**src/rtl/wave_display.sv**
```systemverilog
// rtl/wave_display.sv - draws a 256-sample trace from the idle half of the capture RAM into a 512x512 window
module wave_display #(
    parameter logic [10:0] X_START    = 11'd256,
    parameter logic [23:0] WAVE_COLOR = 24'hFFFFFF,
    parameter logic [23:0] BG_COLOR   = 24'h000000
) (
    input  logic        clk,
    input  logic        reset,
    input  logic [10:0] x,
    input  logic [9:0]  y,
    input  logic        valid,
    input  logic        read_index,
    output logic [8:0]  read_address,
    input  logic [7:0]  read_value,
    output logic        valid_pixel,
    output logic [7:0]  r,
    output logic [7:0]  g,
    output logic [7:0]  b,
    output logic        wave_display_idle
);

    logic [10:0] x_off;
    logic [7:0]  idx;
    logic        in_region;
    logic        buf_sel;

    logic        region_r;
    logic [7:0]  idx_r;
    logic [7:0]  yv_r;
    logic [7:0]  cur_sample;
    logic [7:0]  prev_sample;
    logic [7:0]  cur_idx;
    logic        first_col;

    logic        new_col;
    logic [7:0]  cmp_prev;
    logic [7:0]  cmp_cur;
    logic [7:0]  lo;
    logic [7:0]  hi;
    logic        hit;
    logic        unused_bits;

    assign x_off        = x - X_START;
    assign idx          = x_off[8:1];
    assign in_region    = valid && (x >= X_START)
                       && ({1'b0, x} < ({1'b0, X_START} + 12'd512))
                       && (y < 10'd512);
    assign read_address = {buf_sel, idx};
    assign unused_bits  = ^{x_off[10:9], x_off[0], y[9], y[0]};

    // Each sample covers two columns; the second column reuses the stored segment.
    always_comb begin
        new_col  = first_col || (idx_r != cur_idx);
        cmp_prev = prev_sample;
        cmp_cur  = cur_sample;
        if (new_col) begin
            cmp_prev = first_col ? read_value : cur_sample;
            cmp_cur  = read_value;
        end
        lo  = (cmp_prev < cmp_cur) ? cmp_prev : cmp_cur;
        hi  = (cmp_prev < cmp_cur) ? cmp_cur : cmp_prev;
        hit = region_r && (yv_r >= lo) && (yv_r <= hi);
    end

    always_ff @(posedge clk or negedge reset) begin
        if (!reset) begin
            region_r          <= 1'b0;
            idx_r             <= 8'd0;
            yv_r              <= 8'd0;
            cur_sample        <= 8'd0;
            prev_sample       <= 8'd0;
            cur_idx           <= 8'd0;
            first_col         <= 1'b1;
            valid_pixel       <= 1'b0;
            {r, g, b}         <= 24'd0;
            wave_display_idle <= 1'b0;
            buf_sel           <= 1'b0;
        end else begin
            region_r <= in_region;
            idx_r    <= idx;
            yv_r     <= 8'd255 - y[8:1];

            if (region_r && new_col) begin
                prev_sample <= cmp_prev;
                cur_sample  <= read_value;
                cur_idx     <= idx_r;
                first_col   <= 1'b0;
            end else if (!region_r) begin
                first_col <= 1'b1;
            end

            valid_pixel <= region_r;
            if (hit)
                {r, g, b} <= WAVE_COLOR;
            else if (region_r)
                {r, g, b} <= BG_COLOR;
            else
                {r, g, b} <= 24'd0;

            // Buffer half is only re-latched during blanking so a frame never tears.
            wave_display_idle <= ~valid | (y >= 10'd512);
            if (wave_display_idle)
                buf_sel <= read_index;
        end
    end

endmodule

```
**config.mk**
```make
export PLATFORM = sky130hd
export DESIGN_NAME = wave_display
export DESIGN_NICKNAME = d
export VERILOG_FILES = /design/src/rtl/wave_display.sv
export SDC_FILE = /design/constraint.sdc
export NUM_CORES = 1
export LEC_CHECK = 0
export CAP_MARGIN = 0
export CORE_ASPECT_RATIO = 0.7
export CORE_MARGIN = 5
export CORE_UTILIZATION = 25
export CTS_CLUSTER_SIZE = 10
export DETAILED_ROUTE_END_ITERATION = 8
export PLACE_DENSITY_LB_ADDON = 0.12
export SYNTH_ARGS = -nofsm -noshare
export SYNTH_HDL_FRONTEND = slang
export SYNTH_SLANG_ARGS = --single-unit
```
**constraint.sdc**
```tcl
create_clock -name clk -period 8 [get_ports clk]
set_input_delay 0.8 -clock clk [delete_from_list [all_inputs] [get_ports clk]]
set_output_delay 0.8 -clock clk [all_outputs]
set_load 0.1 [all_outputs]
```
Word level (Yosys, flattened, before mapping) --
Cells that the tools add are included.
Storage, ports and cells: flip-flop bits (word level) 53, output and inout bits 35, word-level logic and storage cells 39, input port bits 33
Cells by class: add/subtract/negate cells 2, $lt $le $gt $ge 7, multiplexer cells 8, equality and inequality tests 2, reduce and logical (&&, ||, !) cells 7, bitwise operators 2
Operators with widths (number):
- $mux W8 | 6
- $ge A11 B9 Y1 const B | 1
- $lt A11 B10 Y1 const B | 1
- $ge A10 B10 Y1 const B | 1
- $lt A10 B10 Y1 const B | 1
- $sub A9 B9 Y9 const B | 1
- $ge A8 B8 Y1 | 1
- $le A8 B8 Y1 | 1
- $lt A8 B8 Y1 | 1
- $ne A8 B8 Y1 | 1
- $sub A8 B8 Y8 const A | 1
- $logic_and A1 B1 Y1 | 6
- $mux W1 | 2
- $ne A2 B1 Y1 const B | 1
- $logic_or A1 B1 Y1 | 1
- $not A1 Y1 | 1
- $or A1 B1 Y1 | 1

Logic depth before layout (Yosys ltp) --
Gate-level depths: netlist of run 1.
depth in word-level cells 9, mapped depth 22, depth with buffers taken out 22

Worst setup path before layout of run 1 --
No wires, ideal clock.
path kind reg-to-reg, start point register cur_idx[0], end point register b[6], buffers on the path 1, arrival time 4506 ps, slack 3400 ps, cell stages (with the launch flop) 23, required time 7906 ps, setup time 94 ps, cell sequence dfrtp_1 xor2_1 nor4_1 nand2_1 nor2_1 mux2_2 inv_1 ha_1 a21o_1 a21o_1 a21oi_1 o21ai_0 a31oi_4 buf_6 mux2i_1 ha_1 nor2b_1 o21a_1 o21a_1 o21a_1 o21bai_1 a21oi_1 a211oi_1
Between the ends: cells in the longest elaborated chain, start to end 9, elaborated cells between the ends (all ways) 12, classes of those cells 3 x order compare; 1 x eq/ne; 5 x mux; 3 x reduce/logical
Ends and longest elaborated chain:
- from (decl) | line 32 | logic [7:0] cur_idx;
- from (signal assigned) | line 86 | cur_idx <= idx_r;
- $ne A8 B8 Y1 (*) | line 53 | new_col = first_col || (idx_r != cur_idx);
- $logic_or A1 B1 Y1 (*) | line 53
- $mux W8 | line 56 | if (new_col) begin
- $lt A8 B8 Y1 | line 60, 61
- $mux W8 | line 60 | lo = (cmp_prev < cmp_cur) ? cmp_prev : cmp_cur;
- $ge A8 B8 Y1 | line 62 | hit = region_r && (yv_r >= lo) && (yv_r <= hi);
- $logic_and A1 B1 Y1 | line 62
- $logic_and A1 B1 Y1 (*) | line 62
- named net hit | line 40 | logic hit;
- $mux W8 (*) | line 93 | if (hit)
- to (signal assigned) | line 94 | {r, g, b} <= WAVE_COLOR;
- to (signal assigned) | line 96 | {r, g, b} <= BG_COLOR;
- to (signal assigned) | line 98 | {r, g, b} <= 24'd0;
- to (decl) | line 18 | output logic [7:0] b,
Mark *: on every way through the listed nets, which the timed path passes. The rest lies on a longest branch. A chain may end at the register's enable or synchronous reset.

Final worst setup path of run 1 --
start point register cur_idx[7], end point register b[6]
Same word-level chain as after synthesis.

==> results of run 1 <==
==> state kept, by name (all words and copies together) (netlist names), 8 cells and up <==
| register | flops |
|---|---|
| cur_idx | 8 |
| prev_sample | 8 |
| yv_r | 8 |
| cur_sample | 8 |
| idx_r | 8 |
==> cells by family (layout without fill, tap and decap cells) <==
logic type,after synthesis,count (layout),synth area share
adder cells (fa/ha/maj),23,23,0.101
AO/OA/AOI/OAI,36,36,0.0844
buffers and inverters,56,96,0.118
multiplexers,54,54,0.204
AND/OR/NAND/NOR,35,35,0.0598
flip-flops,46,46,0.405
XOR/XNOR,9,9,0.0277
==> stage by stage <==
step           std cells  hold WS (ns)  setup slack (ns)  power (mW)  instance area [µm²]
2_1_floorplan        259         0.352              3.40       0.447                 2850
3_3_place_gp         444         0.488              2.47       0.495                 3450
3_5_place_dp         444         0.493              2.37       0.498                 3450
4_1_cts              452         0.507              2.36       0.749                 3620
5_1_grt              452         0.522              1.87       0.780                 3620
6_report             452         0.504              2.46       0.733                 3620
==> power by group <==
part	switching [mW]	internal (mW)
clock	0.0855	0.156
combinational	0.104	0.0899
sequential	0.0261	0.271
total	0.216	0.517
==> worst paths after layout <==
| check | from | end | slack (ns) | cells after the start |
|---|---|---|---|---|
| worst max-delay path | cur_idx[7] | b[6] | 2.46 | 23 |
| worst max register to register | cur_idx[7] | b[6] | 2.46 | 23 |
| worst min register to register | prev_sample[6] | prev_sample[6] | 0.50 | 1 |
| min in group asynchronous | reset | idx_r[5] | 0.61 | 2 |
| worst min-delay path | prev_sample[6] | prev_sample[6] | 0.50 | 1 |
| max in group asynchronous | reset | yv_r[5] | 6.97 | 2 |
==> area by class of cell <==
class | count | area [µm²]
clock inverter | 1 | 30.0
tap | 153 | 191
timing repair buffer | 69 | 676
inverter | 19 | 71.3
sequential | 46 | 1150
clock buffer | 7 | 143
multi-input combinational | 157 | 1360
fill | 1151 | 7470
==> layout by cell type, fill, tap and decap left out, types with 2 or more instances in the layout <==
| cell type | n |
|---|---|
| dfrtp_1 | 45 |
| nand2_1 | 12 |
| xor2_1 | 8 |
| a21o_1 | 7 |
| nor2b_1 | 5 |
| nand2b_1 | 3 |
| nor2_1 | 4 |
| ha_1 | 23 |
| o21ai_0 | 11 |
| mux2_2 | 31 |
| nand3_1 | 3 |
| clkdlybuf4s50_1 | 64 |
| buf_4 | 4 |
| inv_1 | 19 |
| nor3_1 | 4 |
| o21a_1 | 4 |
| clkbuf_16 | 5 |
| a31oi_1 | 2 |
| nor4_1 | 2 |
| a21oi_1 | 6 |
| mux2i_1 | 23 |
==> routing by layer <==
| metal | wire length [µm] | part of all wire |
|---|---|---|
| met1 | 3190 | 0.54 |
| met2 | 2520 | 0.42 |
| met3 | 197 | 0.033 |
| met4 | 33 | 0.0056 |
| met5 | 0 | 0 |
==> impl_summary.log, run 1 <==
[metrics] result of the run: finished, final reports clean
[metrics] worst slew pin tran: 0.975 ns
[metrics] register bit total from synthesis: 46
[metrics] most frequent cell on the critical path: a21o_1
[metrics] Synth top area share: 0.396
[metrics] setup repair after global routing missed its margin: false
[metrics] Period Utilization, post-route: 0.693
[metrics] WL/cell: ~13 µm
[metrics] post-synthesis async set-or-reset flop share: 1.00
[metrics] count of clock tree sinks: 46
[metrics] area enclosed by the die boundary: 0.0136 mm²
[metrics] drt pass-1 iters: 4
[metrics] Buffers & Inverters on Critical Path: 2
[metrics] cell area after synthesis: 0.00285 mm²
[metrics] wire length of the first global-routing pass: 9630 µm
[metrics] Iteration-0 DRC Markers: 66
[metrics] GR Layer Usage met3: 0.0298
[metrics] Clock Root Buffer: clkbuf_16
[metrics] cell with the largest stage delay on the worst path: a31oi_4
[metrics] count of inserted antenna diode cells: 0
[metrics] max cap viols: 0
[metrics] CTS hold repair buffers: 0
[metrics] number of post-CTS setup repair buffers: 0
[metrics] worst slew slack as a fraction of its limit: 0.348
[metrics] core region area: 0.0111 mm²
[metrics] data required time of the worst path: ~8 ns
[metrics] leading cell types by count after synthesis: 45 x dfrtp_1, 31 x buf_4, 31 x mux2_2
[metrics] max-slew violations: 0
[metrics] total half-perimeter wirelength after legalization and detailed placement: ~4500 µm
[metrics] routed wire length: 5940 µm
[metrics] Overall Global Routing Usage: 0.0894
[metrics] layout net count: 354
[metrics] utilization after layout: 0.326
[metrics] routed via count divided by cell count: 4.02
[metrics] number of global-route vias before repair: ~1,900
[metrics] Final ANT Viol Nets: 0
[metrics] portion of the post-synthesis area used by sequential elements: 0.405
[metrics] Global Route met1 Usage: 0.132
[metrics] ratio of cells with drive above 1 in the final layout: 0.151
[metrics] syn avg cell area: 11.0 µm²
[metrics] count of endpoints failing setup in the final report: 0
[metrics] cells along the critical path: xor2_1 -> nor4_1 -> nand2_1 -> buf_4 -> nor2_1 -> mux2_2 -> inv_1 -> ha_1 -> a21o_1 -> a21o_1 -> a21oi_1 -> o21ai_0 -> a31oi_4 -> nor3_1 -> a221o_1 -> ha_1 -> nand2b_1 -> a21o_1 -> a21o_1 -> a21oi_1 -> nor2b_1 -> o21ai_0 -> a211oi_1
[metrics] final hold violation count: 0
[metrics] cell class contributing the biggest share of worst-path delay: compound AO/OA/AOI/OAI gates
[metrics] busiest metal layer after global routing: met1
[metrics] highest cell delay on the worst timing path: 0.61 ns
[metrics] Gate Count Post-Synth: 259
[metrics] Placer Congestion: 0.686
[metrics] IO buf count: 65
[metrics] vertical die dimension: 99.3 µm
[metrics] clock insertion delay at the later pin of the skew report: around 0.28 ns
[metrics] Max IR drop VDD: 0.0929 mV
[metrics] Area contributors post-synth: dfrtp_1 40%, mux2_2 12%, ha_1 10%
[metrics] Total Neg Setup Slack: 0 ns
[metrics] Critical Path Source Type: flop
[metrics] number of H-tree levels: 2
[metrics] TritonCTS clock tree: built
[metrics] via count of the routed design: 1,815
[metrics] most frequently used flop master after synthesis: dfrtp_1
[metrics] met2 capacity usage during global routing: 0.128
[metrics] worst-path fanout max: 17
[metrics] kind of end point of the critical path: flop
[metrics] Leakage Power: 1.68 nW
[metrics] number of nets in the synthesized netlist: approximately 320
[metrics] initial core utilization: 0.257
[metrics] antenna violations before repair: 0
[metrics] most frequently used cell type in the post-synthesis netlist: dfrtp_1
[metrics] Die W: ~140 µm
[metrics] clock-pin transition on the worst setup and hold timing paths: 0.06 ns
[metrics] clock tree buffer depth: 2
[metrics] arrival time of data at the critical path endpoint: approximately 5.7 ns
[metrics] Post-route DRC: 0
[metrics] worst min-delay path class: reg -> reg
[metrics] power density of the placed cells: 203 mW/mm²
[metrics] count of different cell masters after synthesis: 32
[metrics] area growth from synthesis to layout: 27.2%
[metrics] maximum number of pins on one net before global-route repair: 47
[metrics] number of gates resized after CTS: 0
[metrics] upper clock frequency limit: roughly 180 MHz
[metrics] count of pins on the block boundary: 68
[metrics] largest clock skew in the final design: 0.00610 ns
[metrics] kind of critical path: reg -> reg
[metrics] clock buffers created by TritonCTS: 5
[metrics] cell type with the largest total area after synthesis: dfrtp_1
[metrics] final critical path time including I/O delays and setup: 5.54 ns
[metrics] warning count from the yosys run: 0
[metrics] Post-synth EDFFs: 0
[metrics] standard-cell row count: 32
[metrics] residual overflow from global routing: 0
(Power assumes the default switching activity.)
==> run 2: changes to the inputs <==
==> constraint.sdc (replaced) <==
create_clock -name clk -period 5.3 [get_ports clk]
set_input_delay 0.53 -clock clk [delete_from_list [all_inputs] [get_ports clk]]
set_output_delay 0.53 -clock clk [all_outputs]
set_load 0.1 [all_outputs]
==> run 2 against run 1 <==
Non-clock buffer count grew 9. Sequential share of layout area down 0.56 points. Sequential power grew 51%. Critical path type unchanged.
==> impl_summary.log, run 2 (same netlist as run 1, synthesis figures left out) <==
[metrics] result of the run: finished, final reports clean
[metrics] core region area: 0.0111 mm²
[metrics] worst min-delay path class: in -> async
[metrics] count of inserted antenna diode cells: 0
[metrics] clock buffers created by TritonCTS: 5
[metrics] CTS hold repair buffers: 0
[metrics] wire length of the first global-routing pass: 9780 µm
[metrics] Iteration-0 DRC Markers: 72
[metrics] max-slew violations: 0
[metrics] vertical die dimension: 99.3 µm
[metrics] via count of the routed design: 1,864
[metrics] Period Utilization, post-route: 0.912
[metrics] cell class contributing the biggest share of worst-path delay: compound AO/OA/AOI/OAI gates
[metrics] count of endpoints failing setup in the final report: 0
[metrics] switching power share of the total: 0.305
[metrics] Buffers & Inverters on Critical Path: 3
[metrics] Filler Cell Count: ~1,100
[metrics] worst slew pin tran: between 0.9 and 1 ns
[metrics] residual overflow from global routing: 0
[metrics] total half-perimeter wirelength after legalization and detailed placement: 4520 µm
[metrics] highest cell delay on the worst timing path: ~0.41 ns
[metrics] number of H-tree levels: 2
[metrics] clock-pin transition on the worst setup and hold timing paths: approximately 0.070 ns
[metrics] internal portion of total power: 0.775 mW
[metrics] Total Neg Setup Slack: 0 ns
[metrics] Post-route DRC: 0
[metrics] antenna violations before repair: 0
[metrics] Max IR drop VDD: 0.128 mV
[metrics] number of post-CTS setup repair buffers: 0
[metrics] part of the power in combinational logic: 0.271
[metrics] Leakage Power: 1.71 nW
[metrics] layout net count: 363
[metrics] maximum number of pins on one net before global-route repair: 47
[metrics] net switching power of the design: 0.340 mW
[metrics] Clock Root Buffer: clkbuf_16
[metrics] final critical path time including I/O delays and setup: ~4.8 ns
[metrics] power share of the sequential group: 0.402
[metrics] area enclosed by the die boundary: 0.0136 mm²
[metrics] ratio of cells with drive above 1 in the final layout: 0.179
[metrics] final hold violation count: 0
[metrics] initial core utilization: 0.257
[metrics] count of clock tree sinks: 46
[metrics] drt pass-1 iters: 4
[metrics] TritonCTS clock tree: built
[metrics] number of global-route vias before repair: 1,827
[metrics] setup repair after global routing missed its margin: false
[metrics] clock insertion delay at the later pin of the skew report: about 0.29 ns
[metrics] worst-path fanout max: 14
[metrics] number of gates resized after CTS: 0
[metrics] post-route non-filler standard cell count: 461
[metrics] routed wire length: a little under 6000 µm
[metrics] data required time of the worst path: about 5.5 ns
[metrics] routed via count divided by cell count: slightly above 4
[metrics] clock tree buffer depth: 2
[metrics] count of pins on the block boundary: 68
[metrics] standard-cell row count: 32
[metrics] IO buf count: between 60 and 70
[metrics] Critical Path Source Type: flop
[metrics] WL/cell: around 13 µm
[metrics] power density of the placed cells: 303 mW/mm²
[metrics] Die W: about 140 µm
[metrics] largest clock skew in the final design: approximately 0.0054 ns
[metrics] Placer Congestion: 0.693
[metrics] upper clock frequency limit: 207 MHz
[metrics] worst slew slack as a fraction of its limit: 0.351
[metrics] max cap viols: 0
[metrics] share of power burned in the clock network: 0.326
[metrics] cell with the largest stage delay on the worst path: nor4_1
[metrics] area growth from synthesis to layout: 29.5%
[metrics] placed cells: 453
[metrics] kind of end point of the critical path: flop
[metrics] Overall Global Routing Usage: 0.0905
[metrics] most common cell after layout, fill and taps aside: clkdlybuf4s50_1
[metrics] arrival time of data at the critical path endpoint: 5.04 ns
[metrics] commonest cells after routing, fill and taps aside: 64 x clkdlybuf4s50_1, 45 x dfrtp_1, 31 x mux2_2
[metrics] kind of critical path: reg -> reg
[metrics] cells along the critical path: xor2_1 -> nor4_1 -> nand2_1 -> buf_4 -> mux2i_1 -> o21ai_0 -> ha_1 -> a21o_1 -> a21o_1 -> a21oi_1 -> o21ai_0 -> a31oi_4 -> buf_4 -> buf_4 -> mux2i_1 -> ha_1 -> o21a_1 -> o21a_1 -> o21a_1 -> o21bai_1 -> a21oi_1 -> a211oi_1
[metrics] Final ANT Viol Nets: 0
run 2: cell count changes in the layout (fill, tap and decap cells not counted):
cell / delta
clkbuf_8: -1
clkinvlp_4: +2
clkbuf_1: -1
buf_4: +9
run 2: worst register-to-register path: stages (launching register included):
cell and delay (ns):
dfrtp_1 0.39, xor2_1 0.16, nor4_1 0.41, nand2_1 0.18, buf_4 0.25, mux2i_1 0.13, o21ai_0 0.24, ha_1 0.30
a21o_1 0.19, a21o_1 0.18, a21oi_1 0.27, o21ai_0 0.18, a31oi_4 0.20, buf_4 0.17, buf_4 0.18, mux2i_1 0.22
ha_1 0.27, o21a_1 0.11, o21a_1 0.17, o21a_1 0.17, o21bai_1 0.13, a21oi_1 0.09, a211oi_1 0.17
run 2: metal layers:
metal  vias to the layer above  GRT usage  part of all wire  routed length [µm]
met1                       870      0.140              0.54                3220
met3                         3     0.0298             0.037                 221
li1                        968          -                 -                   -
met4                         0     0.0138            0.0034                  20
met2                        23      0.123              0.42                2490
met5                         -          0                 0                   0
run 2: area by class of cell:
| class | count | area (µm²) | area share |
|---|---|---|---|
| Multi-Input combinational cell | 157 | 1360 | 0.368 |
| Sequential cell | 46 | 1150 | 0.313 |
| Timing Repair Buffer | 78 | 743 | 0.202 |
| Tap cell | 153 | 191 | 0.0520 |
| Clock buffer | 5 | 125 | 0.0340 |
| Inverter | 19 | 71.3 | 0.0194 |
| Clock inverter | 3 | 45.0 | 0.0122 |
run 2: power groups by stage:
stage / Combinational (mW) / Sequential, mW / Clock [mW]
floorplan: 0.226 / 0.449 / 0
global placement: 0.304 / 0.454 / 0
detailed placement: 0.305 / 0.455 / 0
CTS: 0.307 / 0.448 / 0.381
global route: 0.333 / 0.457 / 0.397
finish: 0.303 / 0.449 / 0.364
run 2: path summary, 6_finish.rpt:
kind                                startpoint              to  slack [ns]  cells after the start
worst max-delay path                cur_idx[0]            b[6]        0.47                     22
worst min-delay path                     reset        idx_r[1]        0.32                      2
worst max register to register      cur_idx[0]            b[6]        0.47                     22
min in group clk                prev_sample[7]  prev_sample[7]        0.50                      1
worst min register to register  prev_sample[7]  prev_sample[7]        0.50                      1
max in group asynchronous                reset         yv_r[0]        4.56                      2
run 2: metrics by stage:
step	util	power, mW	setup slack, ns	area, µm²	hold slack [ns]
CTS	0.332	1.14	0.462	3680	0.355
global placement	0.317	0.758	0.475	3510	0.489
global route	0.332	1.19	0.127	3680	0.394
floorplan	-	0.675	0.700	2850	0.234
detailed placement	0.317	0.760	0.509	3510	0.492
finish	0.332	1.12	0.467	3680	0.325
